--- src/rtl/gcd_arbiter.sv ---
// Round-robin arbiter that serialises NReq requesters onto one shared GCD engine.
// Sequences each job through LOAD/RUN/DONE, with a RUN watchdog that aborts and resets the engine.
module gcd_arbiter #(
  parameter int NBits = 16,
  parameter int NReq  = 4,
  parameter int TMO   = 1024
) (
  input  logic                    clk,
  input  logic                    rst,
  input  logic [NReq-1:0]         req,
  input  logic [NReq*NBits-1:0]   xi_bus,
  input  logic [NReq*NBits-1:0]   yi_bus,
  output logic [NReq-1:0]         gnt,
  output logic                    res_valid,
  output logic                    res_err,
  output logic [NBits-1:0]        res_data,
  output logic                    busy,
  output logic [NBits-1:0]        eng_xi,
  output logic [NBits-1:0]        eng_yi,
  output logic                    eng_start,
  output logic                    eng_rst,
  input  logic [NBits-1:0]        eng_xo,
  input  logic                    eng_rdy
);

  localparam int LW = (NReq > 1) ? $clog2(NReq) : 1;
  localparam int CW = (TMO > 1) ? $clog2(TMO) : 1;

  typedef enum logic [2:0] {IDLE, LOAD, RUN, DONE, ABORT} state_t;

  state_t            r_state;
  state_t            w_next;
  logic [NReq-1:0]   r_gnt;
  logic [LW-1:0]     r_last;
  logic [NBits-1:0]  r_x;
  logic [NBits-1:0]  r_y;
  logic [NBits-1:0]  r_res_data;
  logic [CW-1:0]     r_cnt;

  logic              w_found;
  logic [LW-1:0]     w_sel;
  logic [NReq-1:0]   w_sel_oh;
  logic              w_timeout;

  // Search starts one past the last winner; the final iteration wraps back onto it.
  always_comb begin
    int idx;
    // NOTE: every always_comb output gets a default first so no path leaves it unassigned (no latch).
    w_found = 1'b0;
    w_sel   = '0;
    idx     = 0;
    for (int i = 1; i <= NReq; i++) begin
      idx = int'(r_last) + i;
      if (idx >= NReq) idx = idx - NReq;
      if (!w_found && req[idx]) begin
        w_found = 1'b1;
        w_sel   = LW'(idx);
      end
    end
  end

  assign w_sel_oh  = NReq'(1) << w_sel;
  assign w_timeout = (r_cnt == CW'(TMO - 1));

  always_comb begin
    w_next = r_state;
    case (r_state)
      IDLE:    if (w_found) w_next = LOAD;
      LOAD:    w_next = RUN;
      RUN: begin
        if (eng_rdy)        w_next = DONE;
        else if (w_timeout) w_next = ABORT;
      end
      DONE:    w_next = IDLE;
      ABORT:   w_next = IDLE;
      default: w_next = IDLE;
    endcase
  end

  // NOTE: state uses non-blocking assignments; reset is synchronous, so it only acts on a clock edge.
  always_ff @(posedge clk) begin
    if (rst) begin
      r_state    <= IDLE;
      r_gnt      <= '0;
      r_last     <= LW'(NReq - 1);
      r_x        <= '0;
      r_y        <= '0;
      r_res_data <= '0;
      r_cnt      <= '0;
    end else begin
      r_state <= w_next;
      case (r_state)
        IDLE: begin
          if (w_found) begin
            r_gnt  <= w_sel_oh;
            r_last <= w_sel;
            r_x    <= xi_bus[w_sel*NBits +: NBits];
            r_y    <= yi_bus[w_sel*NBits +: NBits];
          end
        end
        LOAD: r_cnt <= '0;
        RUN: begin
          if (eng_rdy)        r_res_data <= eng_xo;
          else if (w_timeout) r_res_data <= '0;
          else                r_cnt      <= r_cnt + CW'(1);
        end
        DONE, ABORT: r_gnt <= '0;
        default: r_gnt <= '0;
      endcase
    end
  end

  assign gnt       = r_gnt;
  assign res_valid = (r_state == DONE) || (r_state == ABORT);
  assign res_err   = (r_state == ABORT);
  assign res_data  = r_res_data;
  assign busy      = (r_state != IDLE);
  assign eng_xi    = r_x;
  assign eng_yi    = r_y;
  assign eng_start = (r_state == RUN);
  assign eng_rst   = rst | (r_state == ABORT);

endmodule

--- config.mk ---
export PLATFORM = sky130hd
export DESIGN_NAME = gcd_arbiter
export DESIGN_NICKNAME = d
export VERILOG_FILES = /design/src/rtl/gcd_arbiter.sv
export SDC_FILE = /design/constraint.sdc
export NUM_CORES = 1
export LEC_CHECK = 0
export BUFFER_PORTS_ARGS = -buffer_cell sky130_fd_sc_hd__buf_2
export CAP_MARGIN = 20
export CORE_MARGIN = 2
export CORE_UTILIZATION = 30
export DETAILED_ROUTE_END_ITERATION = 16
export HOLD_SLACK_MARGIN = 0.06
export SLEW_MARGIN = 40
export SYNTH_ARGS = -nofsm -noshare
export SYNTH_HDL_FRONTEND = slang
export SYNTH_SLANG_ARGS = --single-unit
--- constraint.sdc ---
create_clock -name clk -period 1.7 [get_ports clk]
set_clock_uncertainty 0.15 [all_clocks]
set_input_delay 0.085 -clock clk [delete_from_list [all_inputs] [get_ports clk]]
set_output_delay 0.085 -clock clk [all_outputs]
set_load 0.01 [all_outputs]
==> flow_summary.toml, run 1 <==
[power]
p_sw_share_pct = 32.5
leakage_nw = 3.57
netSwitchingPower_mw = 2.19
vdd_drop_max_mv = 0.518
p_comb_share_pct = 42.0
powerDensity_mw_per_mm2 = 844
p_clk_share_pct = 30.4
p_int_mw = 4.57
p_seq_share_pct = 27.6

[logic_synthesis]
async_flop_share_pct = 0
synth-edff-count = 0
ys_ff_latch = 67
yosysSeqAreaShare_pct = 37.1
synth_area_mm2 = 0.00361
syn-num-nets = 534
ys_warn_count = 0
avgSynthCellArea_um2 = 9.46
ys.flop_type = "dfxtp_1"
ys_types = 45
postSynthCellCount = 382

[job]
cap_violations = 0

[timing]
finalSetupViolCount = 57
timing.fmax_ghz = 0.548
maxSlewHeadroom_pct = 74.5
whs_ps = 62.5
tightest_slew_ps = 379
rsz0062_at_grt = "true"
maxSlewViolCount = 0
final.setup.worst_slack_ps = -124
hold_viol_final = 0
finalCritPeriodShare_pct = 107
period_minus_slack_ps = 1820

[die]
die_w_um = 114
row_count = 40
num_io_pins = 208
die_y_um = 114
start_util_pct = 30.5
coreArea_mm2 = 0.0119
die-area_mm2 = 0.0129

[critical_path]
r2r_slack_ps = -120
cp_max_fo = 8
crit_arrival_ps = 1920
r2r-start = "r_last[1]$_SDFFE_PP1P_"
end_kind = "register"
worstPathRequired_ps = 1800
r2r-end = "eng_yi[2]$_SDFFE_PP0P_"
reg2reg_depth = 6
worstSetupPathType = "register to register"
cp-start-kind = "register"

[routing]
num_vias = 4863
drt_iter0_markers = 234
wl_per_cell_um = 19.9
wirelength_mm = 18.1
via_per_inst = 5.35
route.detailed.drc = 0
ant_nets = 0
dr.pass1.iters = 4

[global_route]
antenna_found_initial = 0
grt_max_degree = 33
grt_usage_pct = 24.0
grt_pass1_vias = 4977
grt.overflow.total = 0
grt_pass1_wl_mm = 24.4

[cts]
cts_made_buffers = 9
clock-root-buffer = "clkbuf_16"
clk_pin_slew_worst_paths_ps = 60
clock_path_buffers = 2
cts_tree = "yes"
htreeDepth = 3
insertion_delay_ps = 330
clkSinkCount = 67

[status]
status = "finished with violations"
violations = "negative setup slack"

[layout]
multiInputGateArea_mm2 = 0.00294
syn2layout_area_growth_pct = 122
nets = 908
seqCellArea_mm2 = 0.00136
drive_gt1_share_pct = 56.5
finish.utilization_pct = 67.5
n_fill_cell = 856

[place]
dp_slack_ps = -249
hpwl_mm = 9.25
gp_congestion = 0.801
portBuffers = 207

[hold_path]
hp-start = "xi_bus[44]"
worstHoldEndpoint = "eng_xi[12]$_SDFFE_PP0P_"
holdCritPathClass = "input pin to register"
holdPathStages = 4
-- cells in the mapped netlist (5+ instances only) --
master | number | area, um^2
dfxtp_1 | 67 | 1340
mux2i_1 | 33 | 330
nor2_1 | 17 | 63.8
inv_1 | 6 | 22.5
buf_4 | 5 | 37.5
and3_1 | 35 | 219
a221oi_1 | 32 | 280
o21bai_1 | 33 | 248
nor3_1 | 6 | 30.0
nand2b_1 | 5 | 31.3
clkbuf_1 | 21 | 78.8
a22o_1 | 16 | 140
buf_6 | 5 | 56.3
nand2_1 | 8 | 30.0
a211oi_1 | 34 | 255
-- sequential cells by signal, summed over array words and instances, names as in the netlist --
| register | flops |
|---|---|
| eng_xi | 16 |
| gnt | 4 |
| r_state | 3 |
| r_cnt | 10 |
| res_data | 16 |
| eng_yi | 16 |
| r_last | 2 |
-- final cells by class --
type | count | area share [%]
repair buffers | 398 | 39.5
multi-input cells | 274 | 36.8
flip-flops and latches | 67 | 17.0
clock buffers | 10 | 2.98
well taps | 147 | 2.30
clock inverters | 6 | 1.11
inverters | 6 | 0.281
diodes | 1 | 0.0312
-- cell families (layout without fill, tap and decap cells) --
family,after synthesis,count (layout),share of synthesized area (%)
AOI/OAI and AO/OA,139,139,30.6
and+or+nand+nor,94,94,15.2
DFF,67,67,37.1
buffers and inverters,41,420,5.95
muxes,33,33,9.14
xor gates and xnor gates,7,7,1.70
adders and majority gates,1,1,0.346
other,0,1,0
-- cells in the final DEF, fill, tap and decap left out, types with 16 or more instances in the layout --
cell type	synthesis	final
buf_2	4	207
dlygate4sd3_1	0	113
dfxtp_1	67	56
buf_4	5	41
o21bai_1	33	33
and3_1	35	23
mux2i_1	33	18
a221oi_4	0	18
a211oi_2	1	18
clkbuf_16	0	18
a211oi_1	34	16
a22o_1	16	16
-- critical path: stages (launching register included) --
cell,delay [ps]
dfxtp_4,380
nand2b_4,140
a21o_4,230
and3_4,240
buf_12,180
mux2i_4,190
a211oi_2,230
-- how the worst max path moves through the flow --
stage	from	end	slack [ps]	cells after the start
2_1_floorplan	r_cnt[2]$_SDFFE_PP0P_	res_data[10]$_SDFFE_PP0P_	-60	6
3_3_place_gp	r_last[0]$_SDFFE_PP1P_	gnt[1]$_SDFFE_PP0P_	-280	6
3_5_place_dp	r_last[1]$_SDFFE_PP1P_	eng_xi[3]$_SDFFE_PP0P_	-250	6
4_1_cts	r_state[1]$_SDFFE_PP0P_	r_cnt[2]$_SDFFE_PP0P_	-90	4
5_1_grt	r_last[1]$_SDFFE_PP1P_	eng_yi[15]$_SDFFE_PP0P_	-180	7
6_report	r_last[1]$_SDFFE_PP1P_	eng_yi[2]$_SDFFE_PP0P_	-120	6
-- routing by layer --
metal / wire length (um) / share of wire (%) / vias to the layer above / track usage, %
li1: - / - / 2241 / -
met5: 0 / 0 / - / 0
met2: 9340 / 52 / 267 / 44.0
met3: 1110 / 6.1 / 75 / 5.58
met1: 6810 / 38 / 2280 / 25.4
met4: 830 / 4.6 / 0 / 13.0
-- power groups by stage --
stage	Combinational, mW	Clock (mW)	Sequential [mW]
2_1_floorplan	0.827	0	1.94
3_3_place_gp	1.57	0	1.88
3_5_place_dp	1.62	0	1.88
4_1_cts	2.19	2.08	1.85
5_1_grt	2.98	2.16	1.88
6_report	2.84	2.06	1.87
-- repair_timing --
item | in CTS | in global routing
resized for setup | 71 | 98
endpoints found under the hold margin | 49 | 0
setup endpoints to repair | 62 | 67
gates cloned | 3 | 10
setup buffers | 18 | 5
hold buffers | 113 | 0
pin swaps | 45 | 75
-- per-stage QoR --
step	area [um^2]	cells	total power [mW]	TNS, ps
after floorplan	3670	382	2.77	-615
after global placement	5120	747	3.45	-10020
after detailed placement	5140	748	3.50	-5840
after CTS	7180	897	6.12	-938
after global routing	8010	908	7.02	-6650
final	8010	909	6.76	-3170
No activity file was read; power rests on OpenSTA's default activity.
==> run 2, diff against run 1 <==
- ABC_AREA: unset -> 1
==> run 2 against run 1 <==
  * The flow still finishes with violations (negative setup slack)
  * First-iteration DRC count is 84% higher
  * Sequential share of layout area is 1.1 points lower
  * Synthesized area is 18% higher
  * Combinational power grew to 4.8 times the previous value
  * Wire length is 14% higher
  * Clock power is 5% lower
  * Die area is 17% higher
  * Final area is 6.3% higher
  * Setup slack worse by 280 ps
  * Non-clock buffer count is 23 higher
  * Sequential power is 24% higher
  * Largest power group unchanged
==> flow_summary.toml, run 2 <==
[status]
status = "finished with violations"
violations = "negative setup slack"

[critical_path]
r2r-start = "r_last[0]$_SDFFE_PP1P_"
crit_arrival_ps = 2200
r2r_slack_ps = -400
path_buf_inv = 3
cpPeakStageDelay_ps = 410
cp_max_fo = 8
cp-start-kind = "register"
r2r-end = "eng_xi[10]$_SDFFE_PP0P_"
critical_path.top_delay_family = "simple AND/OR/NAND/NOR gates"
end_kind = "register"
path_cells = "nand2_1, nand2_4, nand2_2, nand2_4, nor2_2, nor2_4, nand2_8, buf_12, clkbuf_16, nand3_2, nand2_1, nand2_1, nand3_1, nand2_1, inv_1"
worstPathRequired_ps = 1800
cpMaxStageDelayCell = "dfxtp_4"
reg2reg_depth = 15
worstSetupPathType = "register to register"
cp_common_cell = "nand2_1"

[layout]
final_common_cell = "nand2_1"
layout_common_cells = "276 x nand2_1, 207 x buf_2, 144 x dlygate4sd3_1"
fin_cells = 1318
syn2layout_area_growth_pct = 99.5
drive_gt1_share_pct = 36.4
finish.utilization_pct = 61.3
nets = 1282
design_area_mm2 = 0.00851

[die]
die_y_um = 123
row_count = 43
start_util_pct = 30.7
die_w_um = 123
coreArea_mm2 = 0.0139
num_io_pins = 208
die-area_mm2 = 0.0152

[logic_synthesis]
ys_types = 26
avgSynthCellArea_um2 = 5.75
synth_area_mm2 = 0.00427
ys.flop_type = "dfxtp_1"
ys_top_cells_by_area = "dfxtp_1 31%, nand2_1 27%, nand3_1 13%, nor2_1 6.8%, inv_1 4.8%"
postSynthCellCount = 742
ys_warn_count = 0
yosysMostFrequentCell = "nand2_1"
synth-edff-count = 0
synth_top_area_share_pct = 31.4
synth.largest_area_cell = "dfxtp_1"
yosysSeqAreaShare_pct = 31.4
syn-num-nets = 894
synth_common_cells = "311 x nand2_1, 110 x nand3_1, 77 x nor2_1, 67 x dfxtp_1, 55 x inv_1"
ys_ff_latch = 67
async_flop_share_pct = 0

[cts]
cts_tree = "yes"
insertion_delay_ps = 350
clock-root-buffer = "clkbuf_16"
clk_pin_slew_worst_paths_ps = 60
clock_path_buffers = 2
htreeDepth = 3
cts_made_buffers = 9
clkSinkCount = 67

[routing]
dr.pass1.iters = 5
num_vias = 6461
wirelength_mm = 20.7
drt_iter0_markers = 430
route.detailed.drc = 0
wl_per_cell_um = 15.7
ant_nets = 0
via_per_inst = 4.90

[hold_path]
holdPathStages = 7
hp-start = "xi_bus[23]"
holdCritPathClass = "input pin to register"
worstHoldEndpoint = "eng_xi[7]$_SDFFE_PP0P_"

[global_route]
antenna_found_initial = 2
grt_usage_pct = 24.8
grt.overflow.total = 0
grt_pass1_vias = 6314
grt_max_degree = 32
grt_pass1_wl_mm = 29.3

[timing]
maxSlewHeadroom_pct = 75.0
maxSlewViolCount = 0
final.setup.worst_slack_ps = -401
hold_viol_final = 0
tightest_slew_ps = 375
rsz0062_at_grt = "true"
tns_ps = -11590
finalCritPeriodShare_pct = 124
period_minus_slack_ps = 2100
finalSetupViolCount = 40
timing.fmax_ghz = 0.476

[power]
leakage_nw = 4.43
powerDensity_mw_per_mm2 = 2100
vdd_drop_max_mv = 1.29

[place]
hpwl_mm = 11.2
dpl_cell_area_mm2 = 0.00591
placedCellCount = 1134
dp_slack_ps = -323
gp_congestion = 0.886
portBuffers = 207

[job]
cap_violations = 0
## run 2: layout make-up
class | count | area [um^2]
Tap cell | 180 | 225
Fill cell | 1157 | 5370
Timing Repair Buffer | 421 | 3470
Multi-Input combinational cell | 569 | 2910
Sequential cell | 67 | 1350
Clock inverter | 5 | 62.6
Clock buffer | 11 | 243
Antenna cell | 3 | 7.51
Inverter | 62 | 248
## run 2: worst max path at each step
stage                           start                      end  slack (ps)  cells past startpoint
2_1_floorplan  r_last[0]$_SDFFE_PP1P_   eng_xi[0]$_SDFFE_PP0P_        -140                     18
3_3_place_gp   r_last[1]$_SDFFE_PP1P_   eng_yi[8]$_SDFFE_PP0P_        -330                     15
3_5_place_dp   r_last[0]$_SDFFE_PP1P_   eng_yi[8]$_SDFFE_PP0P_        -320                     15
4_1_cts        r_last[0]$_SDFFE_PP1P_  eng_xi[13]$_SDFFE_PP0P_        -300                     16
5_1_grt        r_last[0]$_SDFFE_PP1P_  eng_xi[10]$_SDFFE_PP0P_        -500                     16
6_report       r_last[0]$_SDFFE_PP1P_  eng_xi[10]$_SDFFE_PP0P_        -400                     15
## run 2: metal layers
metal  vias up  routed length, um  part of all wire [%]  global-route usage (%)
li1       3096                  -                     -                       -
met1      2858               8050                    39                    27.8
met2       374               9580                    46                    40.9
met3       133               1630                   7.9                    6.78
met4         0               1390                   6.7                    16.5
met5         -                  0                     0                       0
## run 2: kinds of logic after synthesis
family          count (synthesis)  share of synthesized area (%)
buf+inv                       107                           12.1
simple gates                  523                           50.8
compound gates                 43                           5.25
fa+ha+maj                       1                          0.293
flops                          67                           31.4
xor+xnor                        1                          0.205
## run 2: repair_timing
action / in CTS / in global routing
setup endpoints to repair: 38 / 48
gates cloned: 4 / 12
hold endpoints to repair: 52 / 0
pin swaps: 10 / 43
hold buffers: 144 / 0
buffers inserted: 5 / 0
gates resized for setup: 36 / 73
## run 2: report_power, final
group | switching [mW] | internal [mW]
clock | 0.772 | 1.18
combinational | 7.42 | 6.18
sequential | 0.279 | 2.03
## run 2: per-stage QoR
step                      total power, mW  hold slack, ps
after global routing                 19.1            96.9
after floorplan                      8.92            11.9
after detailed placement             11.5             167
after global placement               11.5             164
final                                17.9            76.2
after CTS                            15.2            61.7
## run 2: worst register-to-register path, stage by stage (launching register included)
cell and delay, ps:
dfxtp_4 410, nand2_1 110, nand2_4 90, nand2_2 70, nand2_4 100, nor2_2 60
nor2_4 160, nand2_8 110, buf_12 160, clkbuf_16 160, nand3_2 50, nand2_1 70
nand2_1 80, nand3_1 90, nand2_1 90, inv_1 40
==> run 3, diff against run 2 <==
- CORE_UTILIZATION: 30 -> 40
- PLACE_DENSITY_LB_ADDON: unset -> 0.15
==> run 3 against run 2 <==
  * Wire length is 0.79% lower
  * Via count grew 1.1%
  * Combinational power is 5% lower
  * Utilization is 17 points higher
  * Clock-buffer cell count unchanged
  * Final cell count fell by 4.4%
  * Die area is 24% lower
  * Clock power is 28% lower
  * The run still ends with negative setup slack left
  * Final area down 5.4%
  * Power is 6.8% lower
  * Sequential share of layout area grew 0.95 points
  * Global-route usage is 7.8 points higher
==> flow_summary.toml, run 3 (synthesis gave the netlist of run 2 again) <==
[status]
status = "finished with violations"
violations = "negative setup slack"

[power]
powerDensity_mw_per_mm2 = 2070
vdd_drop_max_mv = 1.57
p_seq_share_pct = 14.0
p_int_mw = 8.37
p_clk_share_pct = 8.4
netSwitchingPower_mw = 8.28
totalPowerFinal_mw = 16.7
leakage_nw = 4.25
p_sw_share_pct = 49.7
p_comb_share_pct = 77.6

[layout]
nets = 1269
final_common_cell = "nand2_1"
layout_common_cells = "285 x nand2_1, 207 x buf_2, 143 x dlygate4sd3_1"
drive_gt1_share_pct = 35.2
syn2layout_area_growth_pct = 88.8

[critical_path]
worstSetupPathType = "register to register"
cp_max_fo = 6
crit_arrival_ps = 2290
reg2reg_depth = 16
cp-start-kind = "register"
worstPathRequired_ps = 1840
end_kind = "register"

[routing]
wl_per_cell_um = 16.3
wl_met2_mm = 9.70
wirelength_mm = 20.5
via_per_inst = 5.18
drt_iter0_markers = 462
dr.pass1.iters = 7
num_vias = 6529
highest_layer = "met4"
ant_nets = 0
route.detailed.drc = 0
met3_wirelength_mm = 1.95
wl_met1_mm = 7.62

[die]
coreArea_mm2 = 0.0103
num_io_pins = 208
row_count = 37
die_y_um = 107
start_util_pct = 41.3
die_w_um = 107
die-area_mm2 = 0.0115

[place]
portBuffers = 207
hpwl_mm = 10.3
dp_slack_ps = -309
gp_congestion = 0.829

[cts]
clock_path_buffers = 2
clock-root-buffer = "clkbuf_8"
htreeDepth = 3
clk_pin_slew_worst_paths_ps = 70
cts_tree = "yes"
cts_made_buffers = 9
insertion_delay_ps = 340
clkSinkCount = 67

[timing]
maxSlewHeadroom_pct = 73.5
tns_ps = -13970
maxSlewViolCount = 0
final.setup.worst_slack_ps = -450
rsz0062_at_grt = "true"
period_minus_slack_ps = 2150
finalSetupViolCount = 40
tightest_slew_ps = 397
hold_viol_final = 0
timing.fmax_ghz = 0.465
finalCritPeriodShare_pct = 126
whs_ps = 55.2

[global_route]
antenna_found_initial = 2
grt_max_degree = 38
grt_usage_pct = 32.5
grt.overflow.total = 0
grt_pass1_vias = 6291
grt_pass1_wl_mm = 29.9

[hold_path]
holdPathStages = 7
holdCritPathClass = "input pin to register"

[job]
cap_violations = 0
-- run 3: cell types whose count changed in the layout (fill, tap and decap cells not counted), moves of 5 or more --
| cell | change |
|---|---|
| nand2_1 | +9 |
| nor2_2 | +7 |
| nand3_2 | -5 |
| nor2_1 | -8 |
| clkbuf_16 | -12 |
| nand3_4 | -5 |
| nand3_1 | +10 |
| buf_4 | -12 |
| buf_6 | +8 |
| nand2_2 | -6 |
| clkbuf_8 | +9 |
-- run 3: final cells by class --
cell class	instances	area [um^2]
Inverter	62	258
Timing Repair Buffer	409	3290
Clock inverter	5	60.1
Multi-Input combinational cell	568	2780
Tap cell	136	170
Antenna cell	2	5.00
Clock buffer	11	141
Sequential cell	67	1360
Fill cell	714	2270
-- run 3: per-stage QoR --
stage                     area, um^2  util (%)  cells
after CTS                       7670      74.3   1246
after global placement          5780      56.0   1080
final                           8060      78.0   1260
after global routing            8060      78.0   1260
after detailed placement        5780      56.0   1080
after floorplan                 4480         -    742
-- run 3: per-layer routing --
metal	global-route usage [%]	vias to the layer above
li1	-	3062
met1	37.5	2872
met2	55.9	455
met3	6.66	140
met4	18.1	0
met5	0	-
-- run 3: repair_timing --
action,CTS,global route
pin swaps,3,30
gates cloned,3,9
hold endpoints to repair,53,0
buffers inserted,4,4
hold buffers,143,0
setup endpoints to repair,40,63
resized for setup,42,58
-- run 3: final timing paths --
kind                                from                      to  slack, ps
setup / recovery  r_last[1]$_SDFFE_PP1P_  eng_yi[5]$_SDFFE_PP0P_       -450
hold / removal                xi_bus[16]  eng_xi[0]$_SDFFE_PP0P_         60
setup reg to reg  r_last[1]$_SDFFE_PP1P_  eng_yi[5]$_SDFFE_PP0P_       -450
hold reg to reg    r_cnt[4]$_SDFFE_PP0P_   r_cnt[4]$_SDFFE_PP0P_        300
-- run 3: worst max-delay path, stage by stage, from the launching register on --
cell     delay [ps]
dfxtp_4         400
inv_4            50
nand2_1          80
nand2_2          70
nand2_2         100
nand2_4          70
nor2_4          140
nand3_2         110
nand2_4         140
buf_6           160
buf_12          130
nand3_1          80
nand2_1         110
nand2_1          70
nand3_1         100
nand2_1          60
inv_1            50
-- run 3: power by group through the flow --
stage	Combinational, mW	Sequential, mW	Clock, mW
after floorplan	6.51	2.41	0
after global placement	9.14	2.28	0
after detailed placement	9.16	2.29	0
after CTS	10.6	2.27	1.42
after global routing	13.9	2.37	1.51
final	12.9	2.33	1.40
